`config.mk`:
```
export PLATFORM = sky130hd
export DESIGN_NAME = branch_commit_queue_flat
export DESIGN_NICKNAME = d
export VERILOG_FILES = /design/src/rtl/branch_commit_queue_pkg.sv /design/src/rtl/branch_commit_queue_if.sv /design/src/rtl/branch_commit_queue_fifo_mem.sv /design/src/rtl/branch_commit_queue.sv /design/src/flat_wrapper.sv
export SDC_FILE = /design/constraint.sdc
export NUM_CORES = 1
export LEC_CHECK = 0
export CORE_MARGIN = 2
export CORE_UTILIZATION = 50
export CTS_CLUSTER_SIZE = 14
export DETAILED_ROUTE_END_ITERATION = 10
export HOLD_SLACK_MARGIN = 0.08
export PLACE_DENSITY = 0.71
export SLEW_MARGIN = 20
export SYNTH_ARGS = -nofsm -noshare
export SYNTH_HDL_FRONTEND = slang
export SYNTH_SLANG_ARGS = --single-unit
export TNS_END_PERCENT = 50
```
`constraint.sdc`:
```
create_clock -name clk -period 3.3 [get_ports clk]
set_input_delay 0.99 -clock clk [delete_from_list [all_inputs] [get_ports clk]]
set_output_delay 0.99 -clock clk [all_outputs]
set_load 0.01 [all_outputs]
```
`src/rtl/branch_commit_queue_pkg.sv`:
```
// Shared constants and entry type for the branch commit queue.
package branch_commit_queue_pkg;

    localparam logic TRUE  = 1'b1;
    localparam logic FALSE = 1'b0;

    localparam int unsigned TAG_W = 8;
    localparam int unsigned DEPTH = 16;
    localparam int unsigned PTR_W = $clog2(DEPTH);
    localparam int unsigned CNT_W = PTR_W + 1;

    localparam int unsigned BP_TAG_WIDTH  = TAG_W;
    localparam int unsigned BP_TABLE_SIZE = 2 ** TAG_W;
    localparam int unsigned BCQ_DEPTH     = DEPTH;
    localparam int unsigned BCQ_PTR_WIDTH = PTR_W;

    typedef struct packed {
        logic [TAG_W-1:0] tag;
        logic             pred;
    } bcq_entry_t;

endpackage

```
`src/rtl/branch_commit_queue_if.sv`:
```
// Fetcher / ROB / predictor-update signal bundle. BCQ_STATS_EN adds the statistics outputs.
interface branch_commit_queue_if;
    import branch_commit_queue_pkg::*;

    logic             in_fetcher_br_ce;
    logic [TAG_W-1:0] in_fetcher_tag;
    logic             in_fetcher_pred_jump;
    logic             out_fetcher_full;
    logic             in_rob_br_ce;
    logic             in_rob_jump_ce;
    logic             in_rob_flush;
    logic             out_bp_ce;
    logic [TAG_W-1:0] out_bp_tag;
    logic             out_bp_jump_ce;
    logic             out_rob_mispredict;
    logic [CNT_W-1:0] out_count;
`ifdef BCQ_STATS_EN
    logic [31:0]      out_stat_commits;
    logic [31:0]      out_stat_mispredicts;
`endif

    modport master (
        output in_fetcher_br_ce, in_fetcher_tag, in_fetcher_pred_jump,
        output in_rob_br_ce, in_rob_jump_ce, in_rob_flush,
        input  out_fetcher_full, out_bp_ce, out_bp_tag, out_bp_jump_ce,
        input  out_rob_mispredict, out_count
`ifdef BCQ_STATS_EN
        , input out_stat_commits, out_stat_mispredicts
`endif
    );

    modport slave (
        input  in_fetcher_br_ce, in_fetcher_tag, in_fetcher_pred_jump,
        input  in_rob_br_ce, in_rob_jump_ce, in_rob_flush,
        output out_fetcher_full, out_bp_ce, out_bp_tag, out_bp_jump_ce,
        output out_rob_mispredict, out_count
`ifdef BCQ_STATS_EN
        , output out_stat_commits, out_stat_mispredicts
`endif
    );

endinterface

```
`src/rtl/branch_commit_queue_fifo_mem.sv`:
```
// Entry storage: DEPTH x {tag, pred}, one write port, combinational read port, not reset.
module bcq_fifo_mem
    import branch_commit_queue_pkg::*;
(
    input  logic             clk,
    input  logic             we,
    input  logic [PTR_W-1:0] waddr,
    input  bcq_entry_t       wdata,
    input  logic [PTR_W-1:0] raddr,
    output bcq_entry_t       rdata
);

    bcq_entry_t mem_q [DEPTH];
    bcq_entry_t mem_d [DEPTH];

    always_comb begin
        mem_d = mem_q;
        if (we) mem_d[waddr] = wdata;
    end

    always_ff @(posedge clk) begin
        mem_q <= mem_d;
    end

    assign rdata = mem_q[raddr];

endmodule

```
`src/rtl/branch_commit_queue.sv`:
```
// In-order queue of predicted branches feeding predictor updates and mispredict flushes.
// Optional statistics counters under BCQ_STATS_EN.
module branch_commit_queue
    import branch_commit_queue_pkg::*;
(
    input  logic clk,
    input  logic rst,
    input  logic rdy,
    branch_commit_queue_if.slave bus
);

    logic [PTR_W-1:0] head_q, head_d, tail_q, tail_d;
    logic [CNT_W-1:0] count_q, count_d;
    logic             bp_ce_q, bp_ce_d;
    logic [TAG_W-1:0] bp_tag_q, bp_tag_d;
    logic             bp_jump_q, bp_jump_d;
    logic             mispredict_q, mispredict_d;

    logic       full_c, push_ok, commit_ok, mispred, clear, wr_en;
    bcq_entry_t wr_entry, rd_entry;

    assign wr_entry = '{tag: bus.in_fetcher_tag, pred: bus.in_fetcher_pred_jump};

    bcq_fifo_mem u_mem (
        .clk   (clk),
        .we    (wr_en),
        .waddr (tail_q),
        .wdata (wr_entry),
        .raddr (head_q),
        .rdata (rd_entry)
    );

    // A mispredicting commit or a flush empties the queue and drops any same-cycle push.
    always_comb begin
        head_d       = head_q;
        tail_d       = tail_q;
        count_d      = count_q;
        bp_ce_d      = FALSE;
        bp_tag_d     = bp_tag_q;
        bp_jump_d    = bp_jump_q;
        mispredict_d = FALSE;
        wr_en        = FALSE;

        full_c    = (count_q == CNT_W'(DEPTH));
        push_ok   = bus.in_fetcher_br_ce && !full_c;
        commit_ok = bus.in_rob_br_ce && (count_q != '0);
        mispred   = commit_ok && (rd_entry.pred != bus.in_rob_jump_ce);
        clear     = mispred || bus.in_rob_flush;

        if (rdy) begin
            if (commit_ok) begin
                bp_ce_d      = TRUE;
                bp_tag_d     = rd_entry.tag;
                bp_jump_d    = bus.in_rob_jump_ce;
                mispredict_d = mispred;
            end
            if (clear) begin
                head_d  = '0;
                tail_d  = '0;
                count_d = '0;
            end else begin
                if (push_ok) begin
                    wr_en  = TRUE;
                    tail_d = tail_q + PTR_W'(1);
                end
                if (commit_ok) head_d = head_q + PTR_W'(1);
                count_d = count_q + CNT_W'(push_ok) - CNT_W'(commit_ok);
            end
        end
    end

    always_ff @(posedge clk or posedge rst) begin
        if (rst) begin
            head_q       <= '0;
            tail_q       <= '0;
            count_q      <= '0;
            bp_ce_q      <= FALSE;
            bp_tag_q     <= '0;
            bp_jump_q    <= FALSE;
            mispredict_q <= FALSE;
        end else begin
            head_q       <= head_d;
            tail_q       <= tail_d;
            count_q      <= count_d;
            bp_ce_q      <= bp_ce_d;
            bp_tag_q     <= bp_tag_d;
            bp_jump_q    <= bp_jump_d;
            mispredict_q <= mispredict_d;
        end
    end

    assign bus.out_fetcher_full   = full_c;
    assign bus.out_bp_ce          = bp_ce_q;
    assign bus.out_bp_tag         = bp_tag_q;
    assign bus.out_bp_jump_ce     = bp_jump_q;
    assign bus.out_rob_mispredict = mispredict_q;
    assign bus.out_count          = count_q;

`ifdef BCQ_STATS_EN
    logic [31:0] stat_commits_q, stat_commits_d;
    logic [31:0] stat_mispredicts_q, stat_mispredicts_d;

    // Counters survive flushes; only rst clears them.
    always_comb begin
        stat_commits_d     = stat_commits_q;
        stat_mispredicts_d = stat_mispredicts_q;
        if (rdy) begin
            stat_commits_d     = stat_commits_q + 32'(commit_ok);
            stat_mispredicts_d = stat_mispredicts_q + 32'(mispred);
        end
    end

    always_ff @(posedge clk or posedge rst) begin
        if (rst) begin
            stat_commits_q     <= '0;
            stat_mispredicts_q <= '0;
        end else begin
            stat_commits_q     <= stat_commits_d;
            stat_mispredicts_q <= stat_mispredicts_d;
        end
    end

    assign bus.out_stat_commits     = stat_commits_q;
    assign bus.out_stat_mispredicts = stat_mispredicts_q;
`endif

endmodule

```
`src/flat_wrapper.sv`:
```
// flat-port wrapper written by rule: the top's interface ports become plain ports
module branch_commit_queue_flat import branch_commit_queue_pkg::*;
  (clk, rst, rdy, bus_in_fetcher_br_ce, bus_in_fetcher_tag, bus_in_fetcher_pred_jump, bus_in_rob_br_ce, bus_in_rob_jump_ce, bus_in_rob_flush, bus_out_fetcher_full, bus_out_bp_ce, bus_out_bp_tag, bus_out_bp_jump_ce, bus_out_rob_mispredict, bus_out_count);
  branch_commit_queue_if bus_i ();
  input  logic clk;
  input  logic rst;
  input  logic rdy;
  input wire logic [$bits(bus_i.in_fetcher_br_ce)-1:0] bus_in_fetcher_br_ce;
  input wire logic [$bits(bus_i.in_fetcher_tag)-1:0] bus_in_fetcher_tag;
  input wire logic [$bits(bus_i.in_fetcher_pred_jump)-1:0] bus_in_fetcher_pred_jump;
  input wire logic [$bits(bus_i.in_rob_br_ce)-1:0] bus_in_rob_br_ce;
  input wire logic [$bits(bus_i.in_rob_jump_ce)-1:0] bus_in_rob_jump_ce;
  input wire logic [$bits(bus_i.in_rob_flush)-1:0] bus_in_rob_flush;
  output wire logic [$bits(bus_i.out_fetcher_full)-1:0] bus_out_fetcher_full;
  output wire logic [$bits(bus_i.out_bp_ce)-1:0] bus_out_bp_ce;
  output wire logic [$bits(bus_i.out_bp_tag)-1:0] bus_out_bp_tag;
  output wire logic [$bits(bus_i.out_bp_jump_ce)-1:0] bus_out_bp_jump_ce;
  output wire logic [$bits(bus_i.out_rob_mispredict)-1:0] bus_out_rob_mispredict;
  output wire logic [$bits(bus_i.out_count)-1:0] bus_out_count;
  assign bus_i.in_fetcher_br_ce = bus_in_fetcher_br_ce;
  assign bus_i.in_fetcher_tag = bus_in_fetcher_tag;
  assign bus_i.in_fetcher_pred_jump = bus_in_fetcher_pred_jump;
  assign bus_i.in_rob_br_ce = bus_in_rob_br_ce;
  assign bus_i.in_rob_jump_ce = bus_in_rob_jump_ce;
  assign bus_i.in_rob_flush = bus_in_rob_flush;
  assign bus_out_fetcher_full = bus_i.out_fetcher_full;
  assign bus_out_bp_ce = bus_i.out_bp_ce;
  assign bus_out_bp_tag = bus_i.out_bp_tag;
  assign bus_out_bp_jump_ce = bus_i.out_bp_jump_ce;
  assign bus_out_rob_mispredict = bus_i.out_rob_mispredict;
  assign bus_out_count = bus_i.out_count;
  branch_commit_queue u_core (.clk(clk), .rst(rst), .rdy(rdy), .bus(bus_i));
endmodule
```
==> results.txt, run 1 <==
----------------------------------------------------
[Layout]
  Commonest non-fill, non-tap cells in the layout ... edfxtp_1 (144), mux4_2 (45), clkdlybuf4s50_1 (32)
  Area taken by flip-flops and latches ... 4926 µm²
  Diode count ... 0
  Number of nets in the finished design ... 438
  Area Overhead vs Synth ... 20.55%
  Most common library cell in the layout ignoring fill and taps ... edfxtp_1
  Fraction of layout instances using a drive strength above 1 ... 31.60%
  Total area of multi-input combinational cells ... 1864 µm²
  Count of filler cells inserted in the layout ... 912

[Floorplanning]
  Effective utilization at floorplan ... 51.44%
  Std cell rows ... 42
  Vert. Die Dim ... 121.0 µm
  I/O pin total ... 33
  Die ar. ... 14630 µm²
  Die outline width ... 121.0 µm
  Core box area ... 13300 µm²

[Pwr]
  P per Cell Area ... 761.2 nW/µm²
  Worst vdd rail ir drop ... 358.8 µV
  Total power consumption of the routed design ... 6.275 mW
  Standby leakage power ... 2.745 nW

[Clock network]
  Clock Sinks ... 168
  Worst skew pair latency ... 0.43 ns
  Root Buffer ... clkbuf_16
  Total of hold buffers inserted after clock tree synthesis ... 0
  Total setup buffers inserted after CTS ... 0
  H-tree lvl count ... 4
  Quantity of gates resized following cts ... 0
  CTS buffer count ... 17
  CTS tree ... built
  Clock-pin slew of the registers on the worst-case setup and hold paths ... 0.06 ns
  Maximum count of clock buffers along a single path ... 2

[Route]
  Sum of met3 wire segment lengths after detailed routing ... 534 µm
  Antenna-violating nets left ... 0
  Number of design rule violations left after detail routing ... 0
  Detail Route met2 WL ... 5903 µm
  Routed via count divided by cell count ... 5.758
  Routed length per placed instance ... 20.20 µm
  Detailed Route Iter0 Violations ... 269
  Uppermost signal routing layer after detailed routing ... met4
  Vias ... 3455
  Detailed-route wire length ... 12120 µm
  Iteration count of the initial detailed-routing pass ... 4
  Wire length the detailed router placed on met1 ... 5474 µm

[Global routing]
  Remaining Overflow, GRT ... 0
  Pin count of the biggest net entering global routing ... 28
  Vias in the first global route ... 3474
  Antenna violations before repair ... 0
  Wire length of the first global-routing pass ... 19600 µm
  Global routing usage summed across all routing layers ... 18.53%

[Hold path]
  Start point of the worst hold path ... u_core.bus.out_bp_tag[6]
  Worst hold endpoint ... u_core.bus.out_bp_tag[6]
  Class of the most critical hold timing path ... register to register
  Cells on Worst Hold Path ... 1

[STA]
  Worst-case hold slack ... 0.5030 ns
  Unrepaired setup endpoints after global routing ... false
  Endpoints failing hold ... 0
  Peak Freq ... 0.3335 GHz
  Setup Viol. Count Final ... 0
  Worst setup skew after layout ... 0.009361 ns
  Post-layout min period ... 2.999 ns
  Number of pins with negative max-slew slack in the final report ... 0
  Total Neg Setup Slack ... 0 ns
  Tightest Pin Transition ... 0.5631 ns
  Worst slew margin ... 62.34%
  Final critical-path share of the clock period ... 90.87%

[Critical path]
  Capture instance of the worst register-to-register path ... u_core.u_mem.mem_q[128]
  Type of the worst setup path ... register to register
  Data required, critical path ... 3.42 ns
  FF-to-FF setup slack ... 0.30 ns
  Critical Path End Type ... register
  Worst path arrival time ... 3.12 ns
  R2r worst-path depth ... 7
  Crit path launch type ... register
  Startpoint of the most critical register-to-register path ... u_core.head_q[0]
  Critical-path maximum fanout ... 27

[Synth]
  Number of enable-type register cells in the synthesized netlist ... 144
  Main area contributors after synthesis ... edfxtp_1 (63%), mux4_2 (15%), dfrtp_1 (8.8%), ha_1 (1.8%), mux2_2 (1.6%)
  Register area share after synthesis ... 72.01%
  Gate count after technology mapping ... 348
  Syn_nets ... 375
  Synthesized area divided by synthesized cell count ... 19.65 µm²
  Number of register bits inferred by synthesis ... 168
  Yosys warns ... 0
  Area of the mapped netlist ... 6839 µm²
  Dominant synthesized flop cell ... edfxtp_1
  Proportion of synthesized flip-flops having asynchronous set or reset ... 14.29%
  Library cell with the largest summed area after synthesis ... edfxtp_1
  Fraction of post-synthesis cell area in the top cell type by area ... 63.23%
  Post-synthesis cell type count ... 38

[Placed design]
  Post-detailed-placement half-perimeter wirelength ... 8159 µm
  Number of I/O port buffers ... 32
  Routability Congestion ... 0.7846

[Job]
  Max-Cap Viols ... 0

[Run status]
  Outcome ... complete, no violations

----------------------------------------------------
[worst max-delay path: stages (launching register included)]
cell and delay [ns]:
dfrtp_2 0.52, mux4_2 0.57, mux4_2 0.54, xnor2_2 0.19, o21bai_2 0.11, buf_12 0.19, nor4_2 0.31, buf_4 0.25
[cell usage after synthesis (2+ instances only)]
cell type	count
edfxtp_1	144
or2_2	2
a21oi_1	2
mux2_2	10
o21a_1	2
nor4_1	18
nand2b_1	4
xnor2_1	2
dfrtp_1	24
o21ai_0	6
mux4_2	45
a22o_1	2
clkbuf_1	10
o22ai_1	4
o31ai_1	2
ha_1	10
o211ai_1	2
nand2_1	18
nor2_1	2
inv_1	16
buf_6	3
or4_1	2
buf_2	3
[routing by layer]
metal  vias to the layer above  global-route usage (%)
met5                         -                       0
met4                         0                   7.631
met3                        18                   4.135
met2                        96                   28.16
met1                      1797                   26.27
li1                       1544                       -
[power by group]
group          total, mW  internal (mW)  switching (mW)
Combinational       1.65          0.896           0.756
Sequential          2.54           2.43           0.113
Clock               2.08           1.27           0.804
[cells by family after synthesis]
family / Yosys count / synth area share [%]
compound gates: 26 / 2.634
xor+xnor: 4 / 0.6222
fa+ha+maj: 11 / 2.122
buf+inv: 33 / 2.195
flops: 168 / 72.01
mux: 55 / 16.47
simple gates: 51 / 3.952
[stage by stage]
stage	std cells	setup slack, ns	instance area [µm²]	util (%)
after global placement	568	0.01896	7621	57.32
after detailed placement	568	-0.09448	7621	57.32
after CTS	600	0.2694	8244	62.01
final	600	0.3012	8244	62.01
after global routing	600	0.1658	8244	62.01
after floorplan	348	-0.2386	6839	-
[how the worst max path moves through the flow]
stage                                 from                       to  depth (start not counted)
after CTS                 u_core.head_q[0]  u_core.u_mem.mem_q[128]                          7
after detailed placement  bus_in_rob_br_ce  u_core.bus.out_count[4]                         13
after global placement    bus_in_rob_br_ce  u_core.bus.out_count[4]                         13
after floorplan           u_core.head_q[0]   u_core.u_mem.mem_q[36]                          8
final                     u_core.head_q[0]  u_core.u_mem.mem_q[128]                          7
after global routing      u_core.head_q[0]  u_core.u_mem.mem_q[133]                          7
[registers in the layout (all words and copies together), names as in the netlist]
register	flops
u_core.bus.out_count	5
u_core.bus.out_bp_ce	1
u_core.head_q	4
u_core.tail_q	4
u_core.bus.out_rob_mispredict	1
u_core.bus.out_bp_tag	8
u_core.u_mem.mem_q	144
u_core.bus.out_bp_jump_ce	1
[final cells by class]
type	count	area share, %
clock buffers	18	5.206
clock inverters	14	2.352
inverters	16	0.7285
multi-input cells	147	22.61
flip-flops and latches	168	59.75
well taps	176	2.671
repair buffers	61	6.678
(Power assumes the default switching activity.)
==> run 2: changes to the inputs <==
==> constraint.sdc (replaced) <==
create_clock -name clk -period 2.5 [get_ports clk]
set_input_delay 0.75 -clock clk [delete_from_list [all_inputs] [get_ports clk]]
set_output_delay 0.75 -clock clk [all_outputs]
set_load 0.01 [all_outputs]
==> run 2 against run 1 <==
The run now ends with setup timing left. Critical endpoint is now u_core.u_mem.mem_q[92]. Combinational power is 58% higher. Clock-buffer cell count is 1 higher. Clock power is 28% higher. Global-route usage is 1.7 points higher. Highest routed layer unchanged. Sequential share of layout area is 4.0 points lower. Register-to-register slack worse by 0.67 ns. Core utilization is 4.5 points higher. Critical path depth is 1 higher. Hold slack hardly changed. Largest power group unchanged. Power is 37% higher.
==> results.txt, run 2 (same netlist as run 1, synthesis figures left out) <==
----------------------------------------------------
[Run status]
  Outcome ... complete, but fails checks
  Failing checks ... setup timing

[Placed design]
  Number of I/O port buffers ... 32 (unchanged)
  Post-detailed-placement half-perimeter wirelength ... 8706 µm (+6.7%)
  Instance area after placement ... 8102 µm² (+6.3%)
  Routability Congestion ... 0.8328 (+6.1%)

[Route]
  Iteration count of the initial detailed-routing pass ... 4 (unchanged)
  Routed length per placed instance ... 21.53 µm (+6.6%)
  Vias ... 3572 (+3.4%)
  Detailed-route wire length ... 13480 µm (+11%)
  Antenna-violating nets left ... 0 (unchanged)
  Routed via count divided by cell count ... 5.706 (-0.91%)
  Detailed Route Iter0 Violations ... 330 (+23%)
  Number of design rule violations left after detail routing ... 0 (unchanged)

[Global routing]
  Remaining Overflow, GRT ... 0 (unchanged)
  Vias in the first global route ... 3721 (+7.1%)
  Pin count of the biggest net entering global routing ... 25 (-11%)
  Global routing usage summed across all routing layers ... 20.24% (+1.7 points)
  Antenna violations before repair ... 0 (unchanged)
  Wire length of the first global-routing pass ... 21050 µm (+7.4%)

[Floorplanning]
  I/O pin total ... 33 (unchanged)
  Std cell rows ... 42 (unchanged)
  Core box area ... 13300 µm² (unchanged)
  Die ar. ... 14630 µm² (unchanged)
  Die outline width ... 121.0 µm (unchanged)
  Vert. Die Dim ... 121.0 µm (unchanged)
  Effective utilization at floorplan ... 51.44% (unchanged)

[STA]
  Setup Viol. Count Final ... 157 (+157)
  Worst slew margin ... 62.30% (about the same)
  Endpoints failing hold ... 0 (unchanged)
  Post-layout min period ... 2.866 ns (-0.1332 ns)
  Number of pins with negative max-slew slack in the final report ... 0 (unchanged)
  Peak Freq ... 0.3490 GHz (+4.6%)
  Worst setup margin ... -0.3656 ns (-0.6668 ns)
  Unrepaired setup endpoints after global routing ... true
  Final critical-path share of the clock period ... 114.6% (+24 points)
  Worst setup skew after layout ... 0.007286 ns (-0.002075 ns)
  Tightest Pin Transition ... 0.5638 ns (+0.0007240 ns)

[Clock network]
  Maximum count of clock buffers along a single path ... 2 (unchanged)
  CTS buffer count ... 17 (unchanged)
  Root Buffer ... clkbuf_16
  H-tree lvl count ... 4 (unchanged)
  Clock Sinks ... 168 (unchanged)
  Worst skew pair latency ... 0.42 ns (about the same)
  CTS tree ... built
  Clock-pin slew of the registers on the worst-case setup and hold paths ... 0.06 ns (about the same)

[Layout]
  Final standard cell utilization of the core ... 66.50% (+4.5 points)
  Fraction of layout instances using a drive strength above 1 ... 35.78% (+4.2 points)
  Number of nets in the finished design ... 464 (+5.9%)
  Most common library cell in the layout ignoring fill and taps ... edfxtp_1
  Number of flip-flops under the largest register name ... 144 (unchanged)
  Area Overhead vs Synth ... 29.27%
  Commonest non-fill, non-tap cells in the layout ... edfxtp_1 (144), mux4_2 (45), buf_4 (33)
  Diode count ... 0 (unchanged)
  Cell area after layout ... 8841 µm² (+7.2%)
  Register name with the most flops ... u_core.u_mem.mem_q

[Pwr]
  Sequential Power Share ... 38.8% (-1.8 points)
  Internal power contribution ... 6.224 mW (+35%)
  Portion of total power attributed to the clock network ... 30.9% (-2.2 points)
  Net switching power figure ... 2.379 mW (+42%)
  Standby leakage power ... 2.991 nW (+9.0%)
  Combinational cell fraction of total power ... 30.3% (+4.0 points)
  P per Cell Area ... 973.1 nW/µm² (+28%)
  Switching share of power ... 27.65% (+1.0 points)
  Worst vdd rail ir drop ... 517.9 µV (+44%)

[Critical path]
  Critical Path End Type ... register
  Critical-path maximum fanout ... 12 (-56%)
  Startpoint of the most critical register-to-register path ... u_core.head_q[0]
  Data required, critical path ... 2.64 ns (-0.78 ns)
  Crit path launch type ... register
  R2r worst-path depth ... 8 (+1)
  Capture instance of the worst register-to-register path ... u_core.u_mem.mem_q[92]
  Type of the worst setup path ... register to register
  Worst path arrival time ... 3.00 ns (-0.12 ns)
  FF-to-FF setup slack ... -0.37 ns (-0.67 ns)

[Hold path]
  Cells on Worst Hold Path ... 1 (unchanged)
  Start point of the worst hold path ... u_core.bus.out_bp_tag[6]
  Worst hold endpoint ... u_core.bus.out_bp_tag[6]
  Class of the most critical hold timing path ... register to register

[Job]
  Max-Cap Viols ... 0 (unchanged)

----------------------------------------------------
run 2: power groups by stage:
stage               Clock [mW]  Combinational (mW)  Sequential, mW
floorplan                    0                1.56            3.42
global placement             0                2.39            3.40
detailed placement           0                2.45            3.41
CTS                       2.70                2.58            3.34
global route              2.81                2.81            3.36
finish                    2.66                2.60            3.34
run 2: final cells by class:
type                       instances  area (µm²)
inverter                          16       60.06
tap                              176       220.2
fill                             844        4454
sequential                       168        4926
clock buffer                      19       432.9
multi-input combinational        147        2031
timing repair buffer              87        1002
clock inverter                    13       168.9
run 2: stage by stage:
stage	setup TNS [ns]	hold WS, ns	power (mW)	cells	worst slack (ns)
floorplan	-56.44	0.5367	4.972	348	-0.4023
CTS	-51.78	0.5075	8.626	622	-0.3966
finish	-47.78	0.5030	8.603	626	-0.3656
global placement	-58.90	0.4861	5.785	584	-0.5145
detailed placement	-56.70	0.4931	5.853	584	-0.6700
global route	-64.58	0.5284	8.976	626	-0.4809
run 2: worst max-delay path by stage:
stage | start | endpoint | slack, ns | depth (start not counted)
3_5_place_dp | bus_in_rob_br_ce | u_core.bus.out_count[4] | -0.67 | 13
5_1_grt | u_core.head_q[0] | u_core.u_mem.mem_q[33] | -0.48 | 8
6_report | u_core.head_q[0] | u_core.u_mem.mem_q[92] | -0.37 | 8
4_1_cts | u_core.head_q[0] | u_core.u_mem.mem_q[92] | -0.40 | 8
2_1_floorplan | u_core.head_q[0] | u_core.u_mem.mem_q[36] | -0.40 | 8
3_3_place_gp | bus_in_rob_br_ce | u_core.bus.out_count[4] | -0.51 | 13
run 2: critical path, stage by stage (launching register included):
cell and delay, ns:
dfrtp_2 0.47, mux4_2 0.57, mux4_2 0.54, xnor2_4 0.21, o21bai_4 0.09, buf_12 0.17
buf_12 0.14, nor4_4 0.20, buf_12 0.17
run 2: repair_timing:
item / in CTS / in global routing
hold buffers: 0 / 0
buffers inserted: 5 / 4
cloned: 1 / 0
setup endpoints to repair: 157 / 162
gates resized for setup: 8 / 3
pin swaps: 3 / 1
run 2: routing by layer:
layer / share of wire [%] / up-vias / GRT usage, % / wire, µm
met5: 0 / - / 0 / 0
met4: 1.1 / 0 / 6.904 / 143
met3: 6.0 / 13 / 4.652 / 815
met2: 50 / 106 / 31.39 / 6726
met1: 43 / 1848 / 28.66 / 5789
li1: - / 1605 / - / -
